File: config.mk
export PLATFORM = sky130hd
export DESIGN_NAME = split
export DESIGN_NICKNAME = d
export VERILOG_FILES = /design/src/rtl/split.sv
export SDC_FILE = /design/constraint.sdc
export NUM_CORES = 1
export LEC_CHECK = 0
export BUFFER_PORTS_ARGS = -buffer_cell sky130_fd_sc_hd__buf_4
export CAP_MARGIN = 20
export CORE_MARGIN = 8
export CORE_UTILIZATION = 60
export CTS_BUF_LIST = sky130_fd_sc_hd__clkbuf_4 sky130_fd_sc_hd__clkbuf_8 sky130_fd_sc_hd__clkbuf_16
export CTS_CLUSTER_SIZE = 8
export DETAILED_ROUTE_END_ITERATION = 8
export HOLD_SLACK_MARGIN = 0.05
export MAX_ROUTING_LAYER = met4
export PLACE_DENSITY_LB_ADDON = 0.08
export SLEW_MARGIN = 20
export SYNTH_ARGS = -nofsm -noshare
export SYNTH_HDL_FRONTEND = slang
export SYNTH_HIERARCHICAL = 1
export SYNTH_SLANG_ARGS = --single-unit
File: constraint.sdc
create_clock -name clk -period 4.4 [get_ports clk]
set_input_delay 0.66 -clock clk [delete_from_list [all_inputs] [get_ports clk]]
set_output_delay 0.66 -clock clk [all_outputs]
set_load 0.02 [all_outputs]
File: src/rtl/split.sv
// ============================================================================
// Module   : split
// Purpose  : Steers payload A into one of two 2-entry output FIFOs (L or R) by control C.
// Revision : 1.0
// ============================================================================
`default_nettype none

module split_buf #(
  parameter int WIDTH = 64
) (
  input  logic             clk,
  input  logic             reset,
  input  logic             push,
  input  logic [WIDTH-1:0] in_data,
  input  logic             out_ready,
  output logic [WIDTH-1:0] out_data,
  output logic             out_valid,
  output logic [1:0]       count
);

  logic [WIDTH-1:0] mem [2];
  logic             rd_ptr;
  logic             wr_ptr;
  logic             pop;

  assign out_valid = (count != 2'd0);
  assign pop       = out_valid && out_ready;
  assign out_data  = mem[rd_ptr];

  always_ff @(posedge clk or negedge reset) begin
    if (!reset) begin
      mem[0] <= '0;
      mem[1] <= '0;
      rd_ptr <= 1'b0;
      wr_ptr <= 1'b0;
      count  <= 2'd0;
    end else begin
      if (push) begin
        mem[wr_ptr] <= in_data;
        wr_ptr      <= ~wr_ptr;
      end
      if (pop) begin
        rd_ptr <= ~rd_ptr;
      end
      // push+pop together leaves the count untouched
      case ({push, pop})
        2'b10:   count <= count + 2'd1;
        2'b01:   count <= count - 2'd1;
        default: count <= count;
      endcase
    end
  end

endmodule

module split #(
  parameter int WIDTH = 64
) (
  input  logic             clk,
  input  logic             reset,
  input  logic [WIDTH-1:0] A_data,
  input  logic             A_valid,
  output logic             A_ready,
  input  logic             C_data,
  input  logic             C_valid,
  output logic             C_ready,
  output logic [WIDTH-1:0] L_data,
  output logic             L_valid,
  input  logic             L_ready,
  output logic [WIDTH-1:0] R_data,
  output logic             R_valid,
  input  logic             R_ready,
  output logic [1:0]       L_count,
  output logic [1:0]       R_count
);

  logic fire;
  logic push_l;
  logic push_r;

  // Acceptance looks only at occupancy, never at the output ready of the
  // same buffer, so a full buffer waits one cycle after it drains.
  assign fire    = reset && A_valid && C_valid &&
                   (C_data ? (R_count != 2'd2) : (L_count != 2'd2));
  assign A_ready = fire;
  assign C_ready = fire;
  assign push_l  = fire && !C_data;
  assign push_r  = fire &&  C_data;

  split_buf #(.WIDTH(WIDTH)) u_buf_l (
    .clk       (clk),
    .reset     (reset),
    .push      (push_l),
    .in_data   (A_data),
    .out_ready (L_ready),
    .out_data  (L_data),
    .out_valid (L_valid),
    .count     (L_count)
  );

  split_buf #(.WIDTH(WIDTH)) u_buf_r (
    .clk       (clk),
    .reset     (reset),
    .push      (push_r),
    .in_data   (A_data),
    .out_ready (R_ready),
    .out_data  (R_data),
    .out_valid (R_valid),
    .count     (R_count)
  );

endmodule

`default_nettype wire

### Yosys cells after proc, flatten, opt, wreduce, memory -nomap -nowiden

Cells that the tools add are included.

| word-level totals | value |
|---|---|
| input port bits | 71 |
| output and inout port bits | 136 |
| logic and storage cells | 63 |
| register bits | 264 |

| operators by class | value |
|---|---|
| reductions and logical operators | 14 |
| $add $sub $neg | 4 |
| $lt $le $gt $ge | 6 |
| bitwise operators | 8 |
| mux-type cells | 15 |
| equality and inequality tests | 6 |

Operators with widths:

| operator | number |
|---|---|
| 64-bit two-way mux | 8 |
| 128-bit bitwise mux | 2 |
| 64-bit demux with 1-bit select | 2 |
| 1-bit logical AND | 9 |
| 2-bit >= comparator (second input constant) | 4 |
| 1-bit inverter with 2-bit output | 4 |
| 2-bit one-hot mux with 2 select lines | 2 |
| 2-bit nonzero test | 4 |
| 2-bit by 1-bit adder with 2-bit output (second input constant) | 2 |
| 2-bit by 1-bit == test with 1-bit output (second input constant) | 2 |
| 2-bit == test (second input constant) | 2 |
| 2-bit by 1-bit less-than comparator with 1-bit output (second input constant) | 2 |
| 2-bit != test (second input constant) | 2 |
| 1-bit inverter | 4 |
| 2-bit by 1-bit subtractor with 2-bit output (second input constant) | 2 |
| 1-bit zero test | 1 |
| 1-bit two-way mux | 1 |

### Logic depth before layout (Yosys ltp)

Gate-level depths: netlist of run 1.

| depth | value |
|---|---|
| depth in word-level cells | 6 |
| mapped depth | 7 |

### Modules after synthesis

Netlist of run 1, hierarchy kept.

By module, submodules not included:

| module | cells an instance | instances | seq. area each (um^2) | area each (um^2) |
|---|---|---|---|---|
| split_buf | 355 | 2 | 3303.2 | 5721.7 |
| split | 8 | 1 | 0.0 | 56.3 |

### Worst setup path after synthesis of run 1

Ideal clock, no wire load.

| timing | value |
|---|---|
| path type | input-to-reg |
| start | in C_data |
| end | reg u_buf_r/mem[80] (netlist name) |
| required time | 4.275 ns |
| cell stages on the path | 6 |
| setup slack | 2.115 ns |
| buffers on the path | 1 |
| setup time | 0.125 ns |
| arrival | 2.160 ns |
| cells stage by stage | nor2b_1 > a211oi_1 > inv_1 > nor2_4 > buf_4 > mux2_2 |

| on the way | value |
|---|---|
| longest elaborated chain between the ends | 3 |

Ends and longest elaborated chain:

| item | line | text |
|---|---|---|
| start, declared | 64 | `input logic C_data,` |
| 1-bit two-way mux | 84 | `(C_data ? (R_count != 2'd2) : (L_count != 2'd2));` |
| 1-bit logical AND | 83 | `assign fire = reset && A_valid && C_valid &&` |
| 1-bit logical AND (*) | 88 | `assign push_r = fire && C_data;` |
| named net push_r | 79 | `logic push_r;` |
| end signal, assigned by index | 39 | `mem[wr_ptr] <= in_data;` |
| end, declared | 21 | `logic [WIDTH-1:0] mem [2];` |

Mark *: on every way through the listed nets, which the timed path passes. The rest lies on a longest branch.
A chain may end at the register's enable or synchronous reset.

### Final worst setup path of run 1

| timing | value |
|---|---|
| start | reg u_buf_r.rd_ptr |
| end | out R_data[47] |

| on the way | value |
|---|---|
| longest elaborated chain between the ends | 4 |

Ends and longest elaborated chain:

| item | line | text |
|---|---|---|
| start, declared | 22 | `logic rd_ptr;` |
| start signal, assigned | 43 | `rd_ptr <= ~rd_ptr;` |
| 1-bit inverter with 2-bit output (implied by the code) | 28 | `assign out_data = mem[rd_ptr];` |
| 64-bit two-way mux (implied by the code) (3 in series) | 28 |  |
| end, declared | 70 | `output logic [WIDTH-1:0] R_data,` |

No other way between the ends. The select of a mux whose other input is x is not followed.

==> results.py, run 1 <==
metrics = {
    "finish": {
        "fillCellCount": 1183,
        "area_growth_pct": 23.13,
        "stdcell_count": 1171,
        "finish.instance_area_sq_um": 14160,
        "antenna_cells": 0,
        "nets": 1007,
        "drive_gt1_share_pct": 68.41,
    },
    "detailed_routing": {
        "via_per_inst": 5.751,
        "dr.pass1.iters": 4,
        "route.detailed.drc": 0,
        "ant_nets": 0,
        "vias": 6734,
        "drt-initial-drc-count": 241,
        "drt_wl_total_mm": 26.36,
        "avgRoutedWirePerCell_um": 22.51,
    },
    "min_path": {
        "hp-class": "input pin to asynchronous set/reset pin",
    },
    "floorplan": {
        "std_cell_rows": 50,
        "die_w_um": 154.4,
        "start_util_pct": 61.27,
        "io_pins": 207,
        "die_y_um": 154.4,
        "dieArea_sq_um": 23850,
        "core_sq_um": 18770,
    },
    "clock_network": {
        "ctsRootBufferMaster": "clkbuf_16",
        "clock_latency_ns": 0.50,
        "hold_buffers": 0,
        "h-tree-depth": 2,
        "clk_path_buf_depth": 3,
        "cts.sinks": 264,
        "cts_setup_buffers": 0,
        "cts_inserted_buffers": 38,
        "cts_resized": 0,
        "cts_tree": "done",
        "clk_pin_slew_ns": 0.05,
    },
    "power_and_ir_drop": {
        "vdd_drop_max_mv": 0.5840,
        "power_leakage_nw": 6.655,
        "power.density_nw_per_um2": 874.9,
    },
    "logic_synthesis": {
        "synth_seq_area_share_pct": 57.45,
        "synth_cell_types": 20,
        "avgSynthCellArea_sq_um": 16.02,
        "synth_common_cells": "374 x mux2_2, 264 x dfrtp_1, 20 x buf_6",
        "syn_nets": 791,
        "synth_ff_type": "dfrtp_1",
        "ys_top_cells_by_area": "dfrtp_1 57%, mux2_2 37%, buf_6 2.0%",
        "netlist_area_sq_um": 11500,
        "yosys_warnings": 6,
        "yosysTopAreaCellShare_pct": 57.45,
        "synthArstFlopShare_pct": 100.0,
        "synth_edf_count": 0,
        "synth-seq-cells": 264,
        "synthMostInstantiatedCell": "mux2_2",
        "synth_cells": 718,
        "synth_largest_area_cell": "dfrtp_1",
    },
    "global_route": {
        "grt_max_degree": 159,
        "antenna_found_initial": 0,
        "grt_pass1_vias": 7866,
        "grt_pass1_wl_mm": 42.19,
        "grt_overflow_total": 0,
        "track_usage_pct": 22.96,
    },
    "status": {
        "status": "completed",
    },
    "timing": {
        "clock_skew_ns": 0.009299,
        "tightestPinTransition_ns": 1.030,
        "rsz0062_at_grt": "false",
        "tns_ns": 0,
        "finalHoldViolations": 0,
        "max_slew_margin_pct": 31.34,
        "clock.fmax_ghz": 0.3145,
        "finalMaxSlewViolations": 0,
        "fin_crit_sh_pct": 72.27,
        "min_period_ns": 3.180,
        "setup_viol": 0,
        "holdWs_ns": 0.07125,
    },
    "setup_path": {
        "crit_path_start_kind": "register",
        "reg2reg_to": "u_buf_l/mem[80]",
        "r2r_slack_ns": 1.85,
        "path_delay_family": "flip-flops",
        "crit_top_cell": "buf_4",
        "reg2regPathDepth": 6,
        "critPathCaptureType": "primary output",
        "crit_start": "u_buf_r/rd_ptr",
        "cpPeakStageDelay_ns": 0.92,
        "crit_arrival_ns": 2.52,
        "crit_cells": 3,
        "slowest_stage": "dfrtp_2",
        "critPathBufInv": 2,
        "cp_max_fo": 32,
        "crit_type": "register to primary output",
        "crit_chain": "buf_4 -> mux2_2 -> buf_4",
        "endpoint": "R_data[47]",
        "worstPathRequired_ns": 3.74,
        "reg2reg_from": "u_buf_l/count[1]",
    },
    "place": {
        "place_area_sq_um": 13120,
        "placed_cells": 1128,
        "dp_hpwl_mm": 17.32,
        "routabilityCongestion": 0.8028,
        "io_buffers": 206,
    },
    "run": {
        "cap_violations": 0,
    },
}
per-stage QoR:
stage	worst slack (ns)	power, W	utilization (%)
global placement	1.252	0.009610	69.90
floorplan	2.115	0.007635	-
detailed placement	1.137	0.009863	69.90
CTS	1.178	0.01252	75.45
finish	1.220	0.01239	75.45
global route	1.122	0.01301	75.45
flip-flops by register name, indices dropped and copies added (netlist names):
| register | flops |
|---|---|
| u_buf_l/count | 2 |
| u_buf_l/mem | 128 |
| u_buf_r/wr_ptr | 1 |
| u_buf_r/count | 2 |
| u_buf_r/mem | 128 |
| u_buf_l/rd_ptr | 1 |
| u_buf_l/wr_ptr | 1 |
| u_buf_r/rd_ptr | 1 |
layout by cell type, fill, tap and decap left out:
cell type  instances
nor2_1             2
a221oi_2           1
nor2_4             2
inv_1              3
nand2_4            2
mux2_1            10
xor2_1             6
nor3_1             1
nor2b_1            2
or2_2              2
and2_1             2
buf_8              1
buf_4            212
dfrtp_2            2
mux2_2           374
nand3_1            1
dfrtp_1          262
xnor2_1            4
ha_1               2
a211oi_1           1
clkbuf_16         41
clkbuf_4           2
buf_12             2
cells by family after synthesis:
kind of cell,count (synthesis),synth area share [%]
xor+xnor,10,0.7616
compound gates,2,0.1958
mux,384,37.60
fa+ha+maj,2,0.2176
flops,264,57.45
simple gates,14,0.7832
buf+inv,42,2.992
power breakdown:
group          leakage [nW]  switching [W]  internal, W
sequential             3.26       0.000756      0.00363
combinational          2.88        0.00257      0.00286
clock                 0.514       0.000942      0.00163
total                  6.65        0.00427      0.00812
layer usage:
layer	vias to the layer above	GRT usage, %	share of wire [%]
li1	2990	-	-
met1	3513	26.85	42
met2	175	38.98	51
met3	56	4.820	4.6
met4	0	7.886	3.0
met5	-	-	0
worst min-delay path by stage:
stage	start	to	slack, ns	depth (start not counted)
after floorplan	reset	u_buf_l/count[0]	0.36	0
after global routing	reset	u_buf_r/mem[8]	0.1	1
after detailed placement	u_buf_l/mem[86]	u_buf_l/mem[86]	0.47	1
after global placement	u_buf_r/mem[86]	u_buf_r/mem[86]	0.46	1
after CTS	reset	u_buf_r/mem[8]	0.07	1
final	reset	u_buf_l/mem[7]	0.07	1
layout make-up:
class                   count  area (sq um)  share of cell area, %
inverters                   3         11.26                0.07953
multi-input cells         412          4559                  32.20
well taps                 234         292.8                  2.068
clock buffers              43          1041                  7.352
flip-flops and latches    264          6609                  46.67
repair buffers            215          1647                  11.63
worst reg2reg max path: stages (launching register included):
cell and delay [ns]:
dfrtp_1 0.45, nor2b_1 0.19, nor3_1 0.45, inv_1 0.19
nor2_4 0.38, buf_12 0.38, mux2_2 0.40
(Power assumes the default switching activity.)
==> run 2, diff against run 1 <==
CORE_UTILIZATION = 50   (was 60)
clock period = 2.6 ns   (was 4.4 ns; I/O delays follow)
==> results.py, run 2 (same netlist as run 1, synthesis figures left out) <==
metrics = {
    "status": {
        "status": "completed",
    },
    "clock_network": {
        "cts_inserted_buffers": 38,
        "h-tree-depth": 2,
        "cts_tree": "done",
        "hold_buffers": 0,
        "clk_path_buf_depth": 3,
        "clock_latency_ns": 0.50,
        "cts.sinks": 264,
        "ctsRootBufferMaster": "clkbuf_16",
        "clk_pin_slew_ns": 0.05,
    },
    "detailed_routing": {
        "drt_wl_total_mm": 26.84,
        "dr.pass1.iters": 4,
        "ant_nets": 0,
        "route.detailed.drc": 0,
        "vias": 6707,
        "via_per_inst": 5.453,
        "drt-initial-drc-count": 264,
        "avgRoutedWirePerCell_um": 21.82,
    },
    "setup_path": {
        "crit_type": "register to primary output",
        "cp_max_fo": 18,
        "critPathCaptureType": "primary output",
        "reg2regPathDepth": 5,
        "crit_arrival_ns": 2.04,
        "worstPathRequired_ns": 2.21,
        "crit_path_start_kind": "register",
    },
    "timing": {
        "rsz0062_at_grt": "false",
        "fin_crit_sh_pct": 93.37,
        "clock_skew_ns": 0.009183,
        "tightestPinTransition_ns": 0.8615,
        "min_period_ns": 2.428,
        "holdWs_ns": 0.07204,
        "setup_viol": 0,
        "max_slew_margin_pct": 42.57,
        "finalHoldViolations": 0,
        "finalMaxSlewViolations": 0,
        "clock.fmax_ghz": 0.4119,
        "tns_ns": 0,
    },
    "place": {
        "io_buffers": 206,
        "dp_hpwl_mm": 17.94,
        "routabilityCongestion": 0.7771,
    },
    "global_route": {
        "grt_overflow_total": 0,
        "grt_pass1_vias": 7872,
        "grt_pass1_wl_mm": 42.85,
        "grt_max_degree": 158,
        "track_usage_pct": 19.61,
        "antenna_found_initial": 0,
    },
    "finish": {
        "mostFrequentLayoutCell": "mux2_2",
        "area_growth_pct": 25.21,
        "antenna_cells": 0,
        "fillCellCount": 1667,
        "largest_registers": "u_buf_l/mem (128), u_buf_r/mem (128)",
        "layout_common_cells": "374 x mux2_2, 262 x dfrtp_1, 211 x buf_4, 41 x clkbuf_16, 11 x buf_12",
        "nets": 1015,
        "multi_input_area_sq_um": 4559,
        "drive_gt1_share_pct": 68.68,
        "seq_area_sq_um": 6611,
    },
    "floorplan": {
        "core_sq_um": 22640,
        "die_y_um": 167.7,
        "dieArea_sq_um": 28110,
        "io_pins": 207,
        "start_util_pct": 50.79,
        "die_w_um": 167.7,
        "std_cell_rows": 55,
    },
    "power_and_ir_drop": {
        "p_total_w": 0.02111,
        "vdd_drop_max_mv": 0.8539,
        "power.density_nw_per_um2": 1466,
        "power_leakage_nw": 6.734,
    },
    "run": {
        "cap_violations": 0,
    },
    "min_path": {
        "hp-class": "input pin to asynchronous set/reset pin",
    },
}
[run 2: changes by cell type in the layout (fill, tap and decap cells not counted), sizes merged]
cell	previous run	this run
buf	215	223
[run 2: worst max-delay path, cell delays in order, from the launching register on]
cell	delay [ns]
dfrtp_2	0.73
buf_12	0.24
mux2_2	0.38
buf_4	0.17
[run 2: metrics by stage]
step                cells  utilization (%)  cell area [sq um]  setup slack, ns
detailed placement   1186            58.91              13340           0.2301
CTS                  1229            63.51              14380         0.008041
global placement     1186            58.91              13340           0.3216
floorplan             718                -              11500           0.4992
global route         1230            63.60              14400           0.1093
finish               1230            63.60              14400           0.1723
[run 2: final timing paths]
check | slack [ns] | from | end
worst max register to register | 0.43 | u_buf_r/count[1] | u_buf_r/mem[65]
worst min-delay path | 0.07 | reset | u_buf_l/mem[57]
min in group clk | 0.14 | A_data[56] | u_buf_l/mem[120]
worst max-delay path | 0.17 | u_buf_r/rd_ptr | R_data[5]
worst min register to register | 0.49 | u_buf_l/mem[86] | u_buf_l/mem[86]
max in group asynchronous | 1.15 | reset | u_buf_r/rd_ptr
[run 2: layer usage]
metal	wire length (um)	track usage, %	share of wire, %	vias to the layer above
met2	13440	32.38	50	191
met1	10990	23.07	41	3472
met4	634	6.328	2.4	0
met5	0	-	0	-
li1	-	-	-	2998
met3	1771	5.384	6.6	46
[run 2: area by class of cell]
cell class / count / share of cell area, %
flip-flops and latches: 264 / 45.92
inverters: 3 / 0.07821
multi-input cells: 412 / 31.66
clock buffers: 43 / 7.230
well taps: 285 / 2.477
repair buffers: 223 / 12.63
[run 2: where the power goes]
| part | internal (W) | total, W | switching [W] | leakage, nW |
|---|---|---|---|---|
| Sequential | 0.00614 | 0.00731 | 0.00117 | 3.26 |
| Clock | 0.00276 | 0.00436 | 0.00159 | 0.514 |
| Combinational | 0.00499 | 0.00945 | 0.00446 | 2.96 |
| Total | 0.0139 | 0.0211 | 0.00722 | 6.73 |
[run 2: repair_timing]
| item | CTS | global route |
|---|---|---|
| endpoints found under the setup margin | 0 | 16 |
| resized for setup | 0 | 0 |
| setup buffers | 0 | 1 |
| hold endpoints to repair | 0 | 0 |
